`src/rtl/escalonador_conversor_bcd.sv`:
```
// Shared shift-and-add-3 binary-to-BCD engine, arbitrated round-robin among
// NUM_REQ requesters (2..4); returns tens/units digits with a one-cycle ack.
module escalonador_conversor_bcd #(
  parameter int NUM_REQ = 3
) (
  input  logic                   clock,
  input  logic                   reset,
  input  logic [NUM_REQ-1:0]     req,
  input  logic [4*NUM_REQ-1:0]   dados,
  output logic [NUM_REQ-1:0]     ack,
  output logic [NUM_REQ-1:0]     concessao,
  output logic                   ocupado,
  output logic                   valido,
  output logic [1:0]             origem,
  output logic [3:0]             bcd_dezena,
  output logic [3:0]             bcd_unidade
);

  typedef enum logic [1:0] {OCIOSO, AJUSTA, DESLOCA, FIM} estado_t;

  localparam logic [NUM_REQ-1:0] UM      = 1;
  localparam logic [1:0]         ULT_INI = 2'(NUM_REQ - 1);

  estado_t              estado_q, estado_d;
  logic [1:0]           ultimo_q, ultimo_d;
  logic [1:0]           indice_q, indice_d;
  logic [1:0]           contador_q, contador_d;
  logic [3:0]           bin_q, bin_d;
  logic [3:0]           dez_q, dez_d;
  logic [3:0]           uni_q, uni_d;
  logic [NUM_REQ-1:0]   concessao_q, concessao_d;
  logic [1:0]           origem_q, origem_d;
  logic [3:0]           bcd_dez_q, bcd_dez_d;
  logic [3:0]           bcd_uni_q, bcd_uni_d;
  logic [1:0]           vencedor;
  logic [3:0]           valor_venc;

  // First requester with req set, searching upward from ultimo+1 (mod NUM_REQ).
  function automatic logic [1:0] escolhe(input logic [NUM_REQ-1:0] r,
                                         input logic [1:0] ult);
    int idx;
    escolhe = ult;
    for (int k = NUM_REQ; k >= 1; k--) begin
      idx = (int'(ult) + k) % NUM_REQ;
      if (r[idx]) escolhe = 2'(idx);
    end
  endfunction

  assign vencedor   = escolhe(req, ultimo_q);
  assign valor_venc = dados[4*int'(vencedor) +: 4];

  always_ff @(posedge clock or posedge reset) begin
    if (reset) estado_q <= OCIOSO;
    else       estado_q <= estado_d;
  end

  always_comb begin
    estado_d = estado_q;
    case (estado_q)
      OCIOSO:  if (|req) estado_d = AJUSTA;
      AJUSTA:  estado_d = DESLOCA;
      DESLOCA: estado_d = (contador_q == 2'd0) ? FIM : AJUSTA;
      FIM:     estado_d = OCIOSO;
      default: estado_d = OCIOSO;
    endcase
  end

  always_comb begin
    ocupado = (estado_q != OCIOSO);
    valido  = (estado_q == FIM);
    ack     = (estado_q == FIM) ? concessao_q : '0;
  end

  always_comb begin
    ultimo_d    = ultimo_q;
    indice_d    = indice_q;
    contador_d  = contador_q;
    bin_d       = bin_q;
    dez_d       = dez_q;
    uni_d       = uni_q;
    concessao_d = concessao_q;
    origem_d    = origem_q;
    bcd_dez_d   = bcd_dez_q;
    bcd_uni_d   = bcd_uni_q;
    case (estado_q)
      OCIOSO: begin
        if (|req) begin
          indice_d    = vencedor;
          bin_d       = valor_venc;
          dez_d       = 4'd0;
          uni_d       = 4'd0;
          contador_d  = 2'd3;
          concessao_d = UM << vencedor;
        end
      end
      AJUSTA: begin
        if (dez_q >= 4'd5) dez_d = dez_q + 4'd3;
        if (uni_q >= 4'd5) uni_d = uni_q + 4'd3;
      end
      DESLOCA: begin
        {dez_d, uni_d, bin_d} = {dez_q, uni_q, bin_q} << 1;
        if (contador_q == 2'd0) begin
          bcd_dez_d = dez_d;
          bcd_uni_d = uni_d;
          origem_d  = indice_q;
        end else begin
          contador_d = contador_q - 2'd1;
        end
      end
      FIM: begin
        ultimo_d    = indice_q;
        concessao_d = '0;
      end
      default: ;
    endcase
  end

  always_ff @(posedge clock or posedge reset) begin
    if (reset) begin
      ultimo_q    <= ULT_INI;
      indice_q    <= 2'd0;
      contador_q  <= 2'd0;
      bin_q       <= 4'd0;
      dez_q       <= 4'd0;
      uni_q       <= 4'd0;
      concessao_q <= '0;
      origem_q    <= 2'd0;
      bcd_dez_q   <= 4'd0;
      bcd_uni_q   <= 4'd0;
    end else begin
      ultimo_q    <= ultimo_d;
      indice_q    <= indice_d;
      contador_q  <= contador_d;
      bin_q       <= bin_d;
      dez_q       <= dez_d;
      uni_q       <= uni_d;
      concessao_q <= concessao_d;
      origem_q    <= origem_d;
      bcd_dez_q   <= bcd_dez_d;
      bcd_uni_q   <= bcd_uni_d;
    end
  end

  assign concessao   = concessao_q;
  assign origem      = origem_q;
  assign bcd_dezena  = bcd_dez_q;
  assign bcd_unidade = bcd_uni_q;

endmodule

```
`config.mk`:
```
export PLATFORM = sky130hd
export DESIGN_NAME = escalonador_conversor_bcd
export DESIGN_NICKNAME = d
export VERILOG_FILES = /design/src/rtl/escalonador_conversor_bcd.sv
export SDC_FILE = /design/constraint.sdc
export NUM_CORES = 1
export LEC_CHECK = 0
export CAP_MARGIN = 20
export CORE_MARGIN = 2
export CORE_UTILIZATION = 25
export CTS_CLUSTER_DIAMETER = 40
export DETAILED_ROUTE_END_ITERATION = 8
export MAX_ROUTING_LAYER = met4
export PLACE_DENSITY = 0.41
export SLEW_MARGIN = 10
export SYNTH_ARGS = -nofsm -noshare
export SYNTH_HDL_FRONTEND = slang
export SYNTH_SLANG_ARGS = --single-unit
```
`constraint.sdc`:
```
create_clock -name clock -period 3.65 [get_ports clock]
set_clock_uncertainty 0.1 [all_clocks]
set_input_delay 0.73 -clock clock [delete_from_list [all_inputs] [get_ports clock]]
set_output_delay 0.73 -clock clock [all_outputs]
set_load 0.05 [all_outputs]
```
==> key figures, run 1 <==
Global routing
  – Largest net degree at the start of global routing: 34
  – First-pass GRT wire length: 8528 um
  – Vias in the first global route: 1760
  – GRT Residual Overflow: 0
  – Antenna violations before repair: 0
  – Tot GR Track Use: 0.1248

Timing
  – FMAX: around 340 MHz
  – Setup violators final: 0
  – Final setup margin: 667.7 ps
  – Count of pins over their slew limit: 0
  – RSZ-0062 raised after global routing: no
  – Worst rel slew slack: 0.5575
  – Final hold viol count: 0
  – Slew @ Worst Pin: 663.8 ps
  – Tcrit/Tclk final: 0.8171
  – Crit path time final: 2982 ps
  – Sum of negative setup slack: 0 ps

Synth
  – Top post-synthesis cells by area: dfrtp_1 (38%), ha_1 (8.4%), o21ai_0 (6.0%)
  – Distinct cells, synth: 48
  – Mapped Area: 0.002095 sq mm
  – Top_reg_cell synth: dfrtp_1
  – Yosys top cell by area: dfrtp_1
  – Yosys warns: 0
  – EDFF count, synth: 0
  – Yosys reg bits: 33
  – Mean post-synth cell area: 9.107 sq um
  – Net Count, Synth: between 200 and 300
  – Sequential fraction of the synthesis area: 0.3949
  – Yosys top cell area share: 0.3823
  – Synth async-reset ratio: 1.000
  – Post-synthesis instance total: 230

Floorplan
  – Std-Cell Rows: 33
  – Initial core utilization: 0.2562
  – Die area: 0.009126 sq mm
  – Core Footprint: around 0.0082 sq mm
  – I/O Pins: 35
  – DIE WIDTH: ~96 um
  – Die height: about 96 um

Clocking
  – Post-CTS setup buffers: 0
  – CTS max path bufs: 2
  – Clock transition at the registers of the reported paths: 70 ps
  – Cts repair resizes: 0
  – CTS Buf Count: 5
  – H-Tree Depth: 2
  – CTS Sinks: 33
  – CTS tree: built
  – Hold_buf cts: 0
  – Worst-Skew Late Latency: 290 ps
  – Clock Root Buffer: clkbuf_8

Worst setup path
  – Setup crit end kind: primary output
  – Crit start category: register
  – Crit-path cells: ha_1 > and2_1 > clkdlybuf4s50_1
  – Reg2reg setup slack: 950 ps
  – Req. time, crit path: 2820 ps
  – Slowest stage cell on the critical path: clkdlybuf4s50_1
  – CP max FO: 12
  – Worst Setup SP: estado_q[0]$_DFFE_PP0P_
  – Top delay family on crit path: buffers and inverters
  – Buf/Inv on CP: 1
  – Reg-to-Reg End: concessao[0]$_DFFE_PP0P_
  – Worst setup endpoint: ack[0]
  – Crit Path Category: reg2out
  – CP Data Arrival Time: between 2000 and 2500 ps
  – R2R cell count: 8
  – Peak per-stage delay on the critical path: between 700 and 800 ps
  – WP depth: 3
  – Reg2reg start: ultimo_q[1]$_DFFE_PP1P_

Detailed routing
  – Final antenna-violating net count: 0
  – # DRC: 0
  – Vias: approximately 1700
  – Avg Vias per Cell: roughly 4.7
  – DR iter-0 viols: a little over 70
  – WL per Instance: 13.90 um
  – First drt pass iteration count: 4
  – Routed WL: 5128 um

Placement
  – IO buf count: 34
  – Pre-CTS WS: 555.9 ps
  – Hpwl dp: 3619 um
  – Routability Congestion: 0.8156

Cells and area
  – # fillers: 873
  – Layout cell share with drive strength beyond 1: 0.07955
  – Most common cell after layout, fill and taps aside: clkdlybuf4s50_1
  – Number of diodes: 0
  – Nets: between 200 and 300
  – Multi-input gate area: 0.001135 sq mm
  – Most frequent cells in the layout: clkdlybuf4s50_1 (34), dfrtp_1 (32), o21ai_0 (25)
  – Final Util: 0.3206
  – Area grow syn2layout: 25.15%
  – Register Area: 827.0 sq um

Hold path
  – Hold Crit Class: reg2reg

Power
  – VDD IR max: 0.2817 mV
  – Leakage power: 1.120 nW
  – Pwr Density: 875.3 mW/mm^2

Run
  – Max Cap Viol: 0

Run status
  – Status: complete, no violations
-- layer usage --
metal,vias up,global-route usage,routed length [um],share of wire
met5,-,-,0,0
met4,0,0.04643,76,0.015
met3,7,0.02609,190,0.037
met2,36,0.1900,2245,0.44
met1,818,0.1633,2616,0.51
li1,878,-,-,-
-- power by group --
| group | internal [mW] | switching (mW) | leakage [nW] |
|---|---|---|---|
| clock | 0.150 | 0.132 | 0.0443 |
| combinational | 0.523 | 0.895 | 0.652 |
| sequential | 0.498 | 0.0971 | 0.424 |
-- final cells by class --
cell class                 count  share of cell area
timing repair buffer          36              0.1356
tap                          105             0.05012
sequential                    33              0.3155
multi-input combinational    165              0.4329
clock buffer                   7             0.03294
inverter                      23             0.03294
-- kinds of logic (layout without fill, tap and decap cells) --
logic type	Yosys count	in the layout	synth area share
buffers and inverters	32	66	0.06332
flip-flops	33	33	0.3949
AND/OR/NAND/NOR	69	69	0.1703
multiplexers	16	16	0.08304
XOR/XNOR	1	1	0.004182
AO/OA/AOI/OAI	65	65	0.2007
adder cells (fa/ha/maj)	14	14	0.08363
-- through the flow --
| stage | instances | hold slack [ps] | power (mW) | area (sq um) |
|---|---|---|---|---|
| 3_5_place_dp | 362 | 377.2 | 2.031 | 2535 |
| 2_1_floorplan | 230 | 367.4 | 1.655 | 2095 |
| 6_report | 369 | 388.4 | 2.294 | 2621 |
| 4_1_cts | 369 | 397.8 | 2.330 | 2621 |
| 5_1_grt | 369 | 419.8 | 2.520 | 2621 |
| 3_3_place_gp | 362 | 367.1 | 2.046 | 2535 |
-- worst min path at each step --
stage / from / endpoint / slack (ps) / cells past startpoint
4_1_cts: bcd_unidade[2]$_DFFE_PP0P_ / bcd_unidade[2]$_DFFE_PP0P_ / 400 / 2
3_3_place_gp: bcd_unidade[2]$_DFFE_PP0P_ / bcd_unidade[2]$_DFFE_PP0P_ / 370 / 2
3_5_place_dp: bcd_dezena[2]$_DFFE_PP0P_ / bcd_dezena[2]$_DFFE_PP0P_ / 380 / 2
5_1_grt: bcd_unidade[0]$_DFFE_PP0P_ / bcd_unidade[0]$_DFFE_PP0P_ / 420 / 1
2_1_floorplan: indice_q[0]$_DFFE_PP0P_ / ultimo_q[0]$_DFFE_PP0P_ / 370 / 2
6_report: bcd_dezena[2]$_DFFE_PP0P_ / bcd_dezena[2]$_DFFE_PP0P_ / 390 / 2
-- Yosys cell counts, types with 3 or more instances --
master and count:
buf_2 4, a41oi_1 3, nor2_1 14, o21ai_1 9, o31ai_1 4, nand2_1 23
clkbuf_1 4, nand3_1 6, a21oi_1 7, mux2_2 7, nor2b_1 3, mux2i_1 8
o21ai_0 25, nand2b_1 3, dfrtp_1 32, and2_1 4, inv_1 23, ha_1 14
nand3b_1 3, a31oi_1 3
-- worst register-to-register path, cell delays in order (launching register included) --
cell     delay (ps)
dfstp_2         560
inv_1            70
ha_1            300
mux2_4          370
and2_1          180
o21ai_1         160
and3_1          460
nor4b_1         120
a211o_1         280
-- state kept, by name, summed over array words and instances (netlist names) --
signal	cells
uni_q	4
contador_q	2
bcd_dezena	4
origem	2
concessao	3
bin_q	4
indice_q	2
bcd_unidade	4
estado_q	2
dez_q	4
ultimo_q	2
Power figures use the tool's default switching activity.
==> run 2: changes to the inputs <==
- clock period: 3.65 -> 3.1 ns (I/O delays scaled with it)
==> run 2 against run 1 <==
Sequential share of layout area is 0.53 points lower; highest routed layer unchanged; first-iteration DRC count stayed put; critical endpoint is now ack[1]; flip-flop and latch count stayed put; setup slack worse by 460 ps; sequential power is 18% higher; power is 19% higher; die area stayed put; worst hold slack better by 9.9 ps; design area is 1.7% higher.
==> key figures, run 2 (same netlist as run 1, synthesis figures left out) <==
Run status
  – Status: complete, no violations

Clocking
  – Clock Root Buffer: clkbuf_8
  – Post-CTS setup buffers: 0 (unchanged)
  – CTS Buf Count: 5 (unchanged)
  – CTS Sinks: 33 (unchanged)
  – H-Tree Depth: 2 (unchanged)
  – Hold_buf cts: 0 (unchanged)
  – CTS tree: built
  – Cts repair resizes: 0 (unchanged)
  – CTS max path bufs: 2 (unchanged)
  – Worst-Skew Late Latency: 280 ps (about the same)
  – Clock transition at the registers of the reported paths: 70 ps (about the same)

Worst setup path
  – Crit start category: register
  – Reg2reg setup slack: 490 ps (-460 ps)
  – R2R cell count: 8 (unchanged)
  – CP Data Arrival Time: 2170 ps (+20 ps)
  – Setup crit end kind: primary output
  – Crit Path Category: reg2out
  – Worst Setup SP: estado_q[0]$_DFFE_PP0P_
  – CP max FO: 12 (unchanged)
  – Reg-to-Reg End: concessao[0]$_DFFE_PP0P_
  – Reg2reg start: ultimo_q[1]$_DFFE_PP1P_
  – Req. time, crit path: 2380 ps (-440 ps)

Timing
  – Crit path time final: 2891 ps
  – Sum of negative setup slack: 0 ps (unchanged)
  – Hold Slack: 398.3 ps (+9.931 ps)
  – FMAX: 345.9 MHz
  – Worst rel slew slack: 0.6548 (+0.09731)
  – Final hold viol count: 0 (unchanged)
  – Count of pins over their slew limit: 0 (unchanged)
  – Tcrit/Tclk final: 0.9326
  – Setup violators final: 0 (unchanged)
  – RSZ-0062 raised after global routing: no
  – Slew @ Worst Pin: 515.4 ps (-148.4 ps)

Global routing
  – Vias in the first global route: 1671 (-5.1%)
  – Tot GR Track Use: 0.1242 (-0.0006173)
  – First-pass GRT wire length: 8542 um (+0.16%)
  – GRT Residual Overflow: 0 (unchanged)
  – Antenna violations before repair: 0 (unchanged)
  – Largest net degree at the start of global routing: 34 (unchanged)

Cells and area
  – Most frequent cells in the layout: clkdlybuf4s50_1 (34), dfrtp_1 (32), o21ai_0 (25)
  – Layout cell share with drive strength beyond 1: 0.1004 (+0.02083)
  – Most common cell after layout, fill and taps aside: clkdlybuf4s50_1
  – Finished Layout Cells: 374 (+1.4%)
  – Area grow syn2layout: 27.30%
  – Nets: 299 (+1.4%)
  – Number of diodes: 0 (unchanged)

Detailed routing
  – Vias: 1742 (+0.17%)
  – First drt pass iteration count: 4 (unchanged)
  – DR iter-0 viols: 71 (unchanged)
  – # DRC: 0 (unchanged)
  – Routed WL: 5215 um (+1.7%)
  – Final antenna-violating net count: 0 (unchanged)
  – WL per Instance: 13.94 um (+0.34%)
  – Avg Vias per Cell: 4.658 (-1.2%)

Placement
  – IO buf count: 34 (unchanged)
  – Hpwl dp: 3839 um (+6.1%)
  – Routability Congestion: 0.7784 (-4.6%)
  – Placed insts: 366 (+1.1%)

Power
  – Pwr Density: 1025 mW/mm^2 (+17%)
  – VDD IR max: 0.3681 mV (+31%)
  – Power Total: 2.733 mW (+19%)
  – Leakage power: 1.148 nW (+2.5%)

Run
  – Max Cap Viol: 0 (unchanged)

Floorplan
  – DIE WIDTH: 95.53 um (unchanged)
  – Initial core utilization: 0.2562 (unchanged)
  – Std-Cell Rows: 33 (unchanged)
  – Die area: 0.009126 sq mm (unchanged)
  – Die height: 95.53 um (unchanged)
  – Core Footprint: 0.008175 sq mm (unchanged)
  – I/O Pins: 35 (unchanged)

Hold path
  – Hold EP: bcd_dezena[2]$_DFFE_PP0P_
  – Hold Crit Start: bcd_dezena[2]$_DFFE_PP0P_
  – Hold path depth: 2 (unchanged)
  – Hold Crit Class: reg2reg
==> run 2: power by group <==
part | switching, mW | total [mW] | internal, mW | leakage, nW
logic | 1.04 | 1.67 | 0.623 | 0.670
clock network | 0.163 | 0.364 | 0.201 | 0.0542
registers | 0.115 | 0.701 | 0.586 | 0.424
total | 1.32 | 2.73 | 1.41 | 1.15
==> run 2: area by class of cell <==
cell class,instances,area (sq um)
fillers,900,5509
multi-input cells,165,1135
flip-flops and latches,33,827.0
repair buffers,40,385.4
well taps,105,131.4
clock buffers,7,96.34
inverters,23,86.33
clock inverters,1,5.005
==> run 2: worst max path at each step <==
stage	to
floorplan	concessao[1]$_DFFE_PP0P_
global placement	concessao[0]$_DFFE_PP0P_
detailed placement	concessao[0]$_DFFE_PP0P_
CTS	ack[1]
global route	ack[1]
finish	ack[1]
==> run 2: critical path: stages, from the launching register on <==
cell and delay [ps]:
dfrtp_1 420, ha_1 470, and2_1 200, clkdlybuf4s50_1 800
==> run 2: per-layer routing <==
layer	routed length, um	vias to the layer above	part of all wire	GRT usage
li1	-	880	-	-
met1	2486	819	0.48	0.1654
met2	2487	38	0.48	0.1946
met3	209	5	0.040	0.02530
met4	31	0	0.0059	0.02857
met5	0	-	0	-
==> run 2: per-stage QoR <==
stage          worst slack (ps)  area [sq um]    util
2_1_floorplan             681.1          2095       -
5_1_grt                   36.92          2666  0.3261
3_3_place_gp              236.5          2565  0.3137
3_5_place_dp              219.7          2565  0.3137
4_1_cts                   129.5          2666  0.3261
6_report                  208.9          2666  0.3261
==> run 3: changes to the inputs <==
==> constraint.sdc (replaced) <==
create_clock -name clock -period 3.1 [get_ports clock]
set_clock_uncertainty 0.1 [all_clocks]
set_input_delay 0.465 -clock clock [delete_from_list [all_inputs] [get_ports clock]]
set_output_delay 0.465 -clock clock [all_outputs]
set_load 0.05 [all_outputs]
==> run 3 against run 2 <==
Setup slack better by 150 ps; combinational power hardly changed; core utilization is 0.44 points lower; power is 1.7% lower; wire length is 1.1% lower; worst hold slack worse by 11 ps; clock power is 13% lower; maximum frequency is 5.4% higher; clock-buffer cell count is 1 higher; die area stayed put.
==> key figures, run 3 (same netlist as run 1, synthesis figures left out) <==
Run status
  – Status: complete, no violations

Clocking
  – Hold_buf cts: 0 (unchanged)
  – CTS max path bufs: 2 (unchanged)
  – Post-CTS setup buffers: 0 (unchanged)
  – H-Tree Depth: 2 (unchanged)
  – CTS tree: built
  – CTS Buf Count: 5 (unchanged)
  – Clock Root Buffer: clkbuf_8
  – CTS Sinks: 33 (unchanged)
  – Cts repair resizes: 0 (unchanged)
  – Worst-Skew Late Latency: 280 ps (about the same)
  – Clock transition at the registers of the reported paths: 70 ps (about the same)

Worst setup path
  – Reg2reg setup slack: 460 ps (-30 ps)
  – Reg-to-Reg End: concessao[0]$_DFFE_PP0P_
  – Crit start category: register
  – Reg2reg start: ultimo_q[1]$_DFFE_PP1P_
  – CP Data Arrival Time: 2180 ps (about the same)
  – Crit Path Category: reg2out
  – CP max FO: 12 (unchanged)
  – Worst Setup SP: estado_q[1]$_DFFE_PP0P_
  – Req. time, crit path: 2530 ps (+150 ps)
  – Setup crit end kind: primary output
  – R2R cell count: 8 (unchanged)

Global routing
  – Tot GR Track Use: 0.1259 (+0.001746)
  – Largest net degree at the start of global routing: 34 (unchanged)
  – GRT Residual Overflow: 0 (unchanged)
  – First-pass GRT wire length: 8590 um (+0.56%)
  – Vias in the first global route: 1658 (-0.78%)
  – Antenna violations before repair: 0 (unchanged)

Cells and area
  – Number of diodes: 0 (unchanged)
  – Nets: 297 (-0.67%)
  – Most frequent cells in the layout: clkdlybuf4s50_1 (34), dfrtp_1 (32), o21ai_0 (25)
  – # fillers: 882 (-2.0%)
  – Area grow syn2layout: 25.57%
  – Multi-input gate area: 0.001135 sq mm (unchanged)
  – Most common cell after layout, fill and taps aside: clkdlybuf4s50_1
  – Register Area: 827.0 sq um (unchanged)
  – Finished Layout Cells: 372 (-0.53%)
  – Layout cell share with drive strength beyond 1: 0.08240 (-0.01797)

Floorplan
  – Std-Cell Rows: 33 (unchanged)
  – I/O Pins: 35 (unchanged)
  – Initial core utilization: 0.2562 (unchanged)
  – Die area: 0.009126 sq mm (unchanged)
  – Die height: 95.53 um (unchanged)
  – DIE WIDTH: 95.53 um (unchanged)
  – Core Footprint: 0.008175 sq mm (unchanged)

Power
  – Sequential Power Share: 0.261 (+0.004)
  – Leakage power: 1.124 nW (-2.1%)
  – VDD IR max: 0.3715 mV (+0.93%)
  – Comb pwr share: 0.621 (+0.011)
  – Psw: 1.320 mW (-0.22%)
  – P_int: 1.367 mW (-3.1%)
  – Net switching fraction of the power: 0.4913 (+0.007304)
  – Pwr Density: 1021 mW/mm^2 (-0.35%)
  – Clk pwr share: 0.118 (-0.015)

Placement
  – Routability Congestion: 0.8306 (+6.7%)
  – IO buf count: 34 (unchanged)
  – Hpwl dp: 3692 um (-3.8%)
  – Placed insts: 364 (-0.55%)
  – Pre-CTS WS: 371.0 ps (+151.3 ps)

Detailed routing
  – Routed WL: 5157 um (-1.1%)
  – WL per Instance: 13.86 um (-0.58%)
  – Vias: 1745 (+0.17%)
  – Avg Vias per Cell: 4.691 (+0.71%)
  – Final antenna-violating net count: 0 (unchanged)
  – # DRC: 0 (unchanged)
  – First drt pass iteration count: 4 (unchanged)
  – DR iter-0 viols: 46 (-35%)

Timing
  – Final setup margin: 358.1 ps (+149.2 ps)
  – Slew @ Worst Pin: 520.7 ps (+5.356 ps)
  – Sum of negative setup slack: 0 ps (unchanged)
  – Final hold viol count: 0 (unchanged)
  – Crit path time final: 2742 ps (-149.2 ps)
  – Tcrit/Tclk final: 0.8845 (-0.04814)
  – FMAX: 364.7 MHz (+5.4%)
  – Worst rel slew slack: 0.6512 (-0.003587)
  – RSZ-0062 raised after global routing: no
  – Hold Slack: 387.0 ps (-11.30 ps)
  – Count of pins over their slew limit: 0 (unchanged)
  – Setup violators final: 0 (unchanged)

Run
  – Max Cap Viol: 0 (unchanged)

Hold path
  – Hold path depth: 2 (unchanged)
  – Hold EP: bcd_dezena[1]$_DFFE_PP0P_
  – Hold Crit Class: reg2reg
  – Hold Crit Start: bcd_dezena[1]$_DFFE_PP0P_
[run 3: cell count changes in the layout (fill, tap and decap cells not counted), sizes merged]
cell / change
buf: -2
clkinv: -1
clkbuf: +1
[run 3: cell type report]
class,count,area share
flip-flops and latches,33,0.3145
clock buffers,8,0.03045
well taps,105,0.04995
multi-input cells,165,0.4315
inverters,23,0.03283
repair buffers,38,0.1408
[run 3: metrics by stage]
step	utilization	instance area, sq um	power (mW)
2_1_floorplan	-	2095	1.948
6_report	0.3217	2630	2.687
4_1_cts	0.3217	2630	2.725
5_1_grt	0.3217	2630	2.930
3_3_place_gp	0.3119	2550	2.411
3_5_place_dp	0.3119	2550	2.391
[run 3: worst max-delay path by stage]
stage                                     endpoint  slack [ps]  depth (start not counted)
after floorplan           concessao[1]$_DFFE_PP0P_         680                          9
after global placement    concessao[0]$_DFFE_PP0P_         290                          7
after detailed placement      uni_q[2]$_DFFE_PP0P_         370                          6
after CTS                                   ack[2]         310                          3
after global routing                        ack[2]         200                          3
final                                       ack[2]         360                          3
[run 3: power groups by stage]
stage / Clock, mW / Sequential [mW] / Combinational [mW]
finish: 0.317 / 0.701 / 1.67
global route: 0.348 / 0.726 / 1.86
CTS: 0.326 / 0.702 / 1.70
detailed placement: 0 / 0.709 / 1.68
global placement: 0 / 0.710 / 1.70
floorplan: 0 / 0.863 / 1.08
[run 3: worst max-delay path: stages (launching register included)]
cell and delay [ps]:
dfrtp_1 410, ha_1 480, and2_1 200, clkdlybuf4s50_1 790
[run 3: routing by layer]
metal	GRT usage	vias to the layer above	routed length (um)
li1	-	881	-
met1	0.1626	837	2502
met2	0.1976	25	2423
met3	0.03399	2	201
met4	0.02857	0	29
met5	-	-	0
